===== config.mk =====
export PLATFORM = sky130hd
export DESIGN_NAME = flash_arbiter
export DESIGN_NICKNAME = d
export VERILOG_FILES = /design/src/rtl/flash_arbiter.sv
export SDC_FILE = /design/constraint.sdc
export NUM_CORES = 1
export LEC_CHECK = 0
export BUFFER_PORTS_ARGS = -buffer_cell sky130_fd_sc_hd__buf_2
export CORE_ASPECT_RATIO = 1.1
export CORE_UTILIZATION = 46
export CTS_BUF_LIST = sky130_fd_sc_hd__clkbuf_16
export CTS_CLUSTER_DIAMETER = 150
export DETAILED_ROUTE_END_ITERATION = 16
export MAX_ROUTING_LAYER = met4
export PLACE_DENSITY = 0.77
export SLEW_MARGIN = 20
export SYNTH_ARGS = -nofsm -noshare
export SYNTH_HDL_FRONTEND = slang
export SYNTH_SLANG_ARGS = --single-unit

===== constraint.sdc =====
create_clock -name clk -period 5.2 [get_ports clk]
set_input_delay 1.04 -clock clk [delete_from_list [all_inputs] [get_ports clk]]
set_output_delay 1.04 -clock clk [all_outputs]
set_load 0.01 [all_outputs]

===== src/rtl/flash_arbiter.sv =====
// flash_arbiter
//   Shares the single read-only SPI flash port between instruction fetch
//   (port 0) and the data load/store unit (port 1) with round-robin
//   arbitration and a one-entry read buffer. Writes are acknowledged locally
//   and never reach the flash.
//
// Ports
//   clk, reset_n           system clock (posedge), synchronous active-low reset
//   m0_* / m1_*            requester ports: address, sel, read, write mask and
//                          value (ignored), read_value_out, ready_out (1-cycle)
//   flash_*_out            request towards the flash controller (read only)
//   flash_read_value_in    flash data, valid with flash_ready_in
//   flash_ready_in         flash completion pulse
//
// State   | meaning
// --------+--------------------------------------------------------------
// S_IDLE  | no transaction; pick a candidate port, resolve write / hit / miss
// S_FLASH | flash read outstanding, waiting for flash_ready_in
// S_RESP  | granted port's ready_out is high for this single cycle
module flash_arbiter #(
    parameter int BUFFER_EN = 1,
    parameter int ADDR_BITS = 24
) (
    input  logic        clk,
    input  logic        reset_n,

    input  logic [31:0] m0_address_in,
    input  logic        m0_sel_in,
    input  logic        m0_read_in,
    input  logic [3:0]  m0_write_mask_in,
    input  logic [31:0] m0_write_value_in,
    output logic [31:0] m0_read_value_out,
    output logic        m0_ready_out,

    input  logic [31:0] m1_address_in,
    input  logic        m1_sel_in,
    input  logic        m1_read_in,
    input  logic [3:0]  m1_write_mask_in,
    input  logic [31:0] m1_write_value_in,
    output logic [31:0] m1_read_value_out,
    output logic        m1_ready_out,

    output logic [31:0] flash_address_out,
    output logic        flash_sel_out,
    output logic        flash_read_out,
    output logic [3:0]  flash_write_mask_out,
    output logic [31:0] flash_write_value_out,
    input  logic [31:0] flash_read_value_in,
    input  logic        flash_ready_in
);

    typedef enum logic [1:0] {
        S_IDLE  = 2'd0,
        S_FLASH = 2'd1,
        S_RESP  = 2'd2
    } state_t;

    state_t               r_state;
    logic                 r_last_grant;
    logic                 r_gnt;
    logic                 r_prev_resp;
    logic [31:0]          r_data;
    logic [31:0]          r_flash_addr;
    logic                 r_flash_sel;
    logic                 r_buf_valid;
    logic [ADDR_BITS-1:0] r_buf_addr;
    logic [31:0]          r_buf_data;
    logic                 r_m0_ready;
    logic                 r_m1_ready;

    logic                 w_cand0;
    logic                 w_cand1;
    logic                 w_any;
    logic                 w_pick1;
    logic [31:0]          w_req_addr;
    logic                 w_req_read;
    logic                 w_hit;
    logic                 w_unused_inputs;

    // The port acked in the previous cycle is not sampled in the IDLE cycle
    // that follows its ready pulse; it may still be showing the old request.
    assign w_cand0 = m0_sel_in && !(r_prev_resp && !r_gnt);
    assign w_cand1 = m1_sel_in && !(r_prev_resp &&  r_gnt);
    assign w_any   = w_cand0 || w_cand1;

    // On a tie the port that did not win last time is chosen.
    assign w_pick1    = w_cand1 && (!w_cand0 || !r_last_grant);
    assign w_req_addr = w_pick1 ? m1_address_in : m0_address_in;
    assign w_req_read = w_pick1 ? m1_read_in    : m0_read_in;

    // Only the low ADDR_BITS take part in the hit compare, so addresses that
    // differ only above that alias onto the same buffer entry.
    assign w_hit = (BUFFER_EN != 0) && r_buf_valid &&
                   (w_req_addr[ADDR_BITS-1:0] == r_buf_addr);

    assign w_unused_inputs = ^{m0_write_mask_in, m0_write_value_in,
                               m1_write_mask_in, m1_write_value_in};

    always_ff @(posedge clk) begin
        if (!reset_n) begin
            r_state      <= S_IDLE;
            r_last_grant <= 1'b1;
            r_gnt        <= 1'b0;
            r_prev_resp  <= 1'b0;
            r_data       <= '0;
            r_flash_addr <= '0;
            r_flash_sel  <= 1'b0;
            r_buf_valid  <= 1'b0;
            r_buf_addr   <= '0;
            r_buf_data   <= '0;
            r_m0_ready   <= 1'b0;
            r_m1_ready   <= 1'b0;
        end else begin
            r_prev_resp <= (r_state == S_RESP);
            r_m0_ready  <= 1'b0;
            r_m1_ready  <= 1'b0;

            case (r_state)
                S_IDLE: begin
                    if (w_any) begin
                        r_gnt        <= w_pick1;
                        r_last_grant <= w_pick1;
                        if (!w_req_read) begin
                            r_data     <= '0;
                            r_m0_ready <= !w_pick1;
                            r_m1_ready <= w_pick1;
                            r_state    <= S_RESP;
                        end else if (w_hit) begin
                            r_data     <= r_buf_data;
                            r_m0_ready <= !w_pick1;
                            r_m1_ready <= w_pick1;
                            r_state    <= S_RESP;
                        end else begin
                            r_flash_sel  <= 1'b1;
                            r_flash_addr <= w_req_addr;
                            r_state      <= S_FLASH;
                        end
                    end
                end

                S_FLASH: begin
                    if (flash_ready_in) begin
                        // Drop the request on the completing edge so the
                        // controller's negedge logic never sees a second one.
                        r_flash_sel <= 1'b0;
                        r_data      <= flash_read_value_in;
                        if (BUFFER_EN != 0) begin
                            r_buf_valid <= 1'b1;
                            r_buf_addr  <= r_flash_addr[ADDR_BITS-1:0];
                            r_buf_data  <= flash_read_value_in;
                        end
                        r_m0_ready <= !r_gnt;
                        r_m1_ready <= r_gnt;
                        r_state    <= S_RESP;
                    end
                end

                S_RESP: begin
                    r_state <= S_IDLE;
                end

                default: begin
                    r_state <= S_IDLE;
                end
            endcase
        end
    end

    assign m0_ready_out      = r_m0_ready;
    assign m1_ready_out      = r_m1_ready;
    assign m0_read_value_out = (r_m0_ready && m0_sel_in) ? r_data : 32'b0;
    assign m1_read_value_out = (r_m1_ready && m1_sel_in) ? r_data : 32'b0;

    assign flash_sel_out         = r_flash_sel;
    assign flash_read_out        = r_flash_sel;
    assign flash_address_out     = r_flash_addr;
    assign flash_write_mask_out  = 4'b0;
    assign flash_write_value_out = 32'b0;

endmodule


==> Word level (Yosys, flattened, before mapping) <==
Cells that the tools add are included.
{ "op_classes": {"n_addsub": 0, "mul": 0, "div_mod_pow": 0, "n_lt_le_gt_ge": 0, "eq_ne": 8, "shifts": 0, "n_mux": 29, "bitwise": 1, "reduce_logical": 24} }
{ "ops": {"columns": ["operator", "n"], "rows": [
  ["$mux W32", 7],
  ["$pmux W32 S2", 1],
  ["$eq A24 B24 Y1", 1],
  ["$mux W1", 13],
  ["$logic_and A1 B1 Y1", 8],
  ["$mux W2", 4],
  ["$ne A2 B2 Y1 const B", 4],
  ["$reduce_and A4 Y1", 2],
  ["$logic_not A1 Y1", 6],
  ["$pmux W1 S2", 3],
  ["$reduce_and A2 Y1", 3],
  ["$reduce_and A5 Y1", 1],
  ["$pmux W2 S2", 1],
  ["$ne A3 B3 Y1 const B", 1],
  ["$eq A2 B1 Y1 const B", 1],
  ["$eq A2 B2 Y1 const B", 1],
  ["$logic_not A2 Y1", 1],
  ["$logic_or A1 B1 Y1", 2],
  ["$reduce_bool A2 Y1", 1],
  ["$not A1 Y1", 1]
]} }
{ "word_totals": {"regBits": 129, "latchBits": 0, "ram_bits": 0, "romBits": 0, "inputBits": 175, "memories": 0} }

==> Longest topological paths before layout <==
{ "depth": {"depth_word": 14, "mapped_depth": 12, "depth_no_buf": 8} }

==> Least setup slack after synthesis <==
Ideal clock, no wire load.
{ "synth_path": {"kind": "input port to flip-flop", "startpoint": "input port m0_sel_in", "endpoint": "register r_flash_addr[25] (netlist: flash_address_out[25])", "setup_time_ps": 119, "t_arrival_ps": 3643, "slack_ps": 1439, "stages": 11, "cell_sequence": "buf_2 -> and3b_1 -> buf_4 -> nor2_2 -> mux2_4 -> a2111o_1 -> or4_4 -> o21ai_4 -> a211oi_2 -> buf_6 -> o221a_1"} }
{ "synth_via": {"elab_chain_cells": 9} }
{ "synth_rtl": {"columns": ["item", "line_no", "rtl"], "rows": [
  ["from (decl)", "28", "input logic m0_sel_in,"],
  ["$logic_and A1 B1 Y1 (*)", "82", "assign w_cand0 = m0_sel_in && !(r_prev_resp && !r_gnt);"],
  ["$logic_not A1 Y1", "87", "assign w_pick1 = w_cand1 && (!w_cand0 || !r_last_grant);"],
  ["$logic_or A1 B1 Y1", "87", null],
  ["$logic_and A1 B1 Y1", "87", null],
  ["$mux W32", "88", "assign w_req_addr = w_pick1 ? m1_address_in : m0_address_in;"],
  ["$eq A24 B24 Y1", "94", "(w_req_addr[ADDR_BITS-1:0] == r_buf_addr);"],
  ["$logic_and A1 B1 Y1", "93", "assign w_hit = (BUFFER_EN != 0) && r_buf_valid &&"],
  ["$not A1 Y1 (no line)", null, null],
  ["$reduce_and A4 Y1 (no line)", null, null],
  ["to (signal assigned)", "135", "r_flash_addr <= w_req_addr;"],
  ["to (decl)", "63", "logic [31:0] r_flash_addr;"]
]} }
Every way passes the cells marked *; elsewhere a longest branch is shown, timed or not.
A chain may end at the register's enable or synchronous reset.

==> Final worst setup path <==
{ "layout_path": {"startpoint": "input port m1_sel_in", "endpoint": "register r_data[28]"} }
{ "layout_via": {"elab_chain_cells": 7} }
{ "layout_rtl": {"columns": ["item", "line_no", "rtl"], "rows": [
  ["from (decl)", "36", "input logic m1_sel_in,"],
  ["$logic_and A1 B1 Y1 (*)", "83", "assign w_cand1 = m1_sel_in && !(r_prev_resp && r_gnt);"],
  ["$logic_and A1 B1 Y1", "87", null],
  ["$mux W32", "88", null],
  ["$eq A24 B24 Y1", "94", null],
  ["$logic_and A1 B1 Y1", "93", null],
  ["$ne A3 B3 Y1 (no line)", null, null],
  ["$reduce_and A4 Y1 (no line)", null, null],
  ["to (signal assigned)", "129", "r_data <= r_buf_data;"],
  ["to (signal assigned)", "146", "r_data <= flash_read_value_in;"],
  ["to (decl)", "62", "logic [31:0] r_data;"]
]} }
Every way passes the cells marked *; elsewhere a longest branch is shown, timed or not. The select of a mux whose other input is x is not followed.

==> results.toml <==
[synthesis]
avgSynthCellArea_um2 = 8.06
async_flop_share_pct = 0
synth.largest_area_cell = "dfxtp_1"
yosysSeqAreaShare_pct = 37.4
ys_warn_count = 0
synth_edf_count = 0
synth_cells = 857
synthTopCellsByArea = "dfxtp_1 37%, nand2_1 11%, o221a_1 9.3%"
synth_cell_type_count = 53
synth.cell_area_um2 = 6910
synth_ff_type = "dfxtp_1"
ys_ff_latch = 129
synth_top_area_share_pct = 37.4

[placement]
dp_hpwl_mm = 13.6
place_area_um2 = 7780
portBuffers = 202
pre_cts_ws_ns = 0.652
routabilityCongestion = 0.931

[timing]
tightest_slew_ns = 0.863
fmax_mhz = 235
finalMaxSlewViolations = 0
max-slew-margin-rel_pct = 42.4
hold_viol_final = 0
fin_skew_ns = 0.00792
setup_tns_ns = 0
grt_setup_unrepaired = "no"
finalWorstSetupSlack_ns = 0.942
holdWs_ns = 0.465
setup_viol = 0
min_period_over_period_pct = 81.9
fin_crit_ns = 4.26

[layout]
syn2layout_area_growth_pct = 21.3
final_util_pct = 57.6
final_common_cell = "buf_2"
fin_area_um2 = 8380
drive_gt1_share_pct = 25.8
final_cell_mix = "201 x buf_2, 197 x nand2_1, 129 x dfxtp_1, 89 x nand3_1, 64 x and3_1"
fin_nets = 1188

[cts]
ctsHoldBuffers = 0
cts_sinks = 129
clk_path_buf_depth = 2
post_cts_buffers = 0
cts_buffers = 17
cts_tree = "built"
cts-htree-levels = 4
clk_pin_slew_ns = 0.05
clock_latency_ns = 0.42
cts-resized-gates = 0
root_buffer = "clkbuf_16"

[route]
firstDrtPassIters = 5
finalWirelength_mm = 20.2
wl_per_cell_um = 16.5
drtIter0Drc = 542
vias = 6775
remaining_drc_errors = 0
ant_nets = 0
via_per_inst = 5.56

[worst_setup_path]
crit_path_end_kind = "flip-flop"
crit_arrival_ns = 4.61
crit_path_max_incr_delay_ns = 0.58
setup.worst_path.class = "in -> reg"
worstPathCellList = "buf_2, a21boi_2, nand2_1, buf_4, mux2i_1, a2111o_1, or4_4, o211a_4, nor2_8, o221a_1"
cp_max_fo = 33
cp-start-kind = "input port"
crit_required_ns = 5.56
crit_path_top_delay_cell = "or4_4"

[status]
status = "completed"

[global_route]
grt_max_degree = 78
grt_pass1_vias = 6125
groute.usage.overall_pct = 26.9
globalRouteOverflowTotal = 0
grt_pass1_wl_mm = 31.9
antenna_found_initial = 1

[floorplanning]
pin_count = 311
start_util_pct = 47.4
die_h_um = 131
die_area_um2 = 15500
row_count = 46
die_w_um = 119
core_um2 = 14600

[power_and_ir_drop]
peakVddDrop_mv = 0.203
p_leak_nw = 3.89
p_per_area_nw_per_um2 = 358

[hold_path]
hold_path.class = "reg -> reg"

[run]
maxCapViolCount = 0
==> synth_stat cells (all sizes together), types with 5 or more instances <==
master	instances
clkbuf	59
buf	55
o211ai	6
inv	25
xor2	5
xnor2	7
dfxtp	129
nand2b	8
nand3	89
o21ai	10
a21oi	7
o221a	63
nand2	198
o22ai	9
nor2	10
a21boi	58
nor3	5
and3	64
mux2i	7
==> metrics by stage <==
step	instances	power [W]
3_3_place_gp	1186	0.00180
4_1_cts	1218	0.00301
6_report	1219	0.00300
5_1_grt	1219	0.00314
3_5_place_dp	1186	0.00182
2_1_floorplan	892	0.00163
==> registers in the layout, summed over array words and instances, names as in the netlist <==
name and count:
r_state 2, r_gnt 1, m0_ready_out 1, flash_read_out 1, flash_address_out 32, m1_ready_out 1, r_buf_valid 1, r_buf_addr 24
r_buf_data 32, r_data 32, r_prev_resp 1, r_last_grant 1
==> worst max-delay path: cells and delay by family <==
kind | cells | cell delay [ns]
and+or+nand+nor | 3 | 1.30
muxes | 1 | 0.18
AOI/OAI and AO/OA | 4 | 1.55
buffers and inverters | 2 | 0.51
==> kinds of logic after synthesis <==
group,Yosys count,synth area share [%]
buf+inv,139,10.5
xor+xnor,12,1.52
simple gates,388,26.3
other cells,1,0.0543
flops,129,37.4
mux,8,1.23
compound gates,180,23.0
==> final timing paths <==
kind / slack, ns / endpoint / from / depth (start not counted)
setup / recovery: 0.94 / r_data[28]$_SDFFE_PN0P_ / m1_sel_in / 10
hold / removal: 0.46 / r_buf_data[11]$_SDFFE_PN0P_ / r_buf_data[11]$_SDFFE_PN0P_ / 2
setup reg to reg: 1.47 / r_data[28]$_SDFFE_PN0P_ / r_prev_resp$_SDFF_PN0_ / 9
hold reg to reg: 0.46 / r_buf_data[11]$_SDFFE_PN0P_ / r_buf_data[11]$_SDFFE_PN0P_ / 2
==> metal layers <==
metal	track usage (%)	wire (um)	vias up
met5	-	0	-
met4	11.5	486	0
met3	7.12	1610	41
met2	42.6	9560	320
met1	32.4	8520	3142
li1	-	-	3272
==> power by group <==
part	internal [W]	switching (W)	leakage, nW	total (W)
combinational	0.000238	0.000382	2.55	0.000620
clock	0.000749	0.000448	0.289	0.00120
sequential	0.00109	0.0000878	1.05	0.00118
==> final cells by class <==
class                      count  area (um^2)
multi-input combinational    624         3750
inverter                      25         93.8
clock buffer                  17          425
fill                        1378         6180
antenna                        1         2.50
sequential                   129         2580
clock inverter                15          168
timing repair buffer         216         1120
tap                          192          240
No activity file was read; power rests on OpenSTA's default activity.
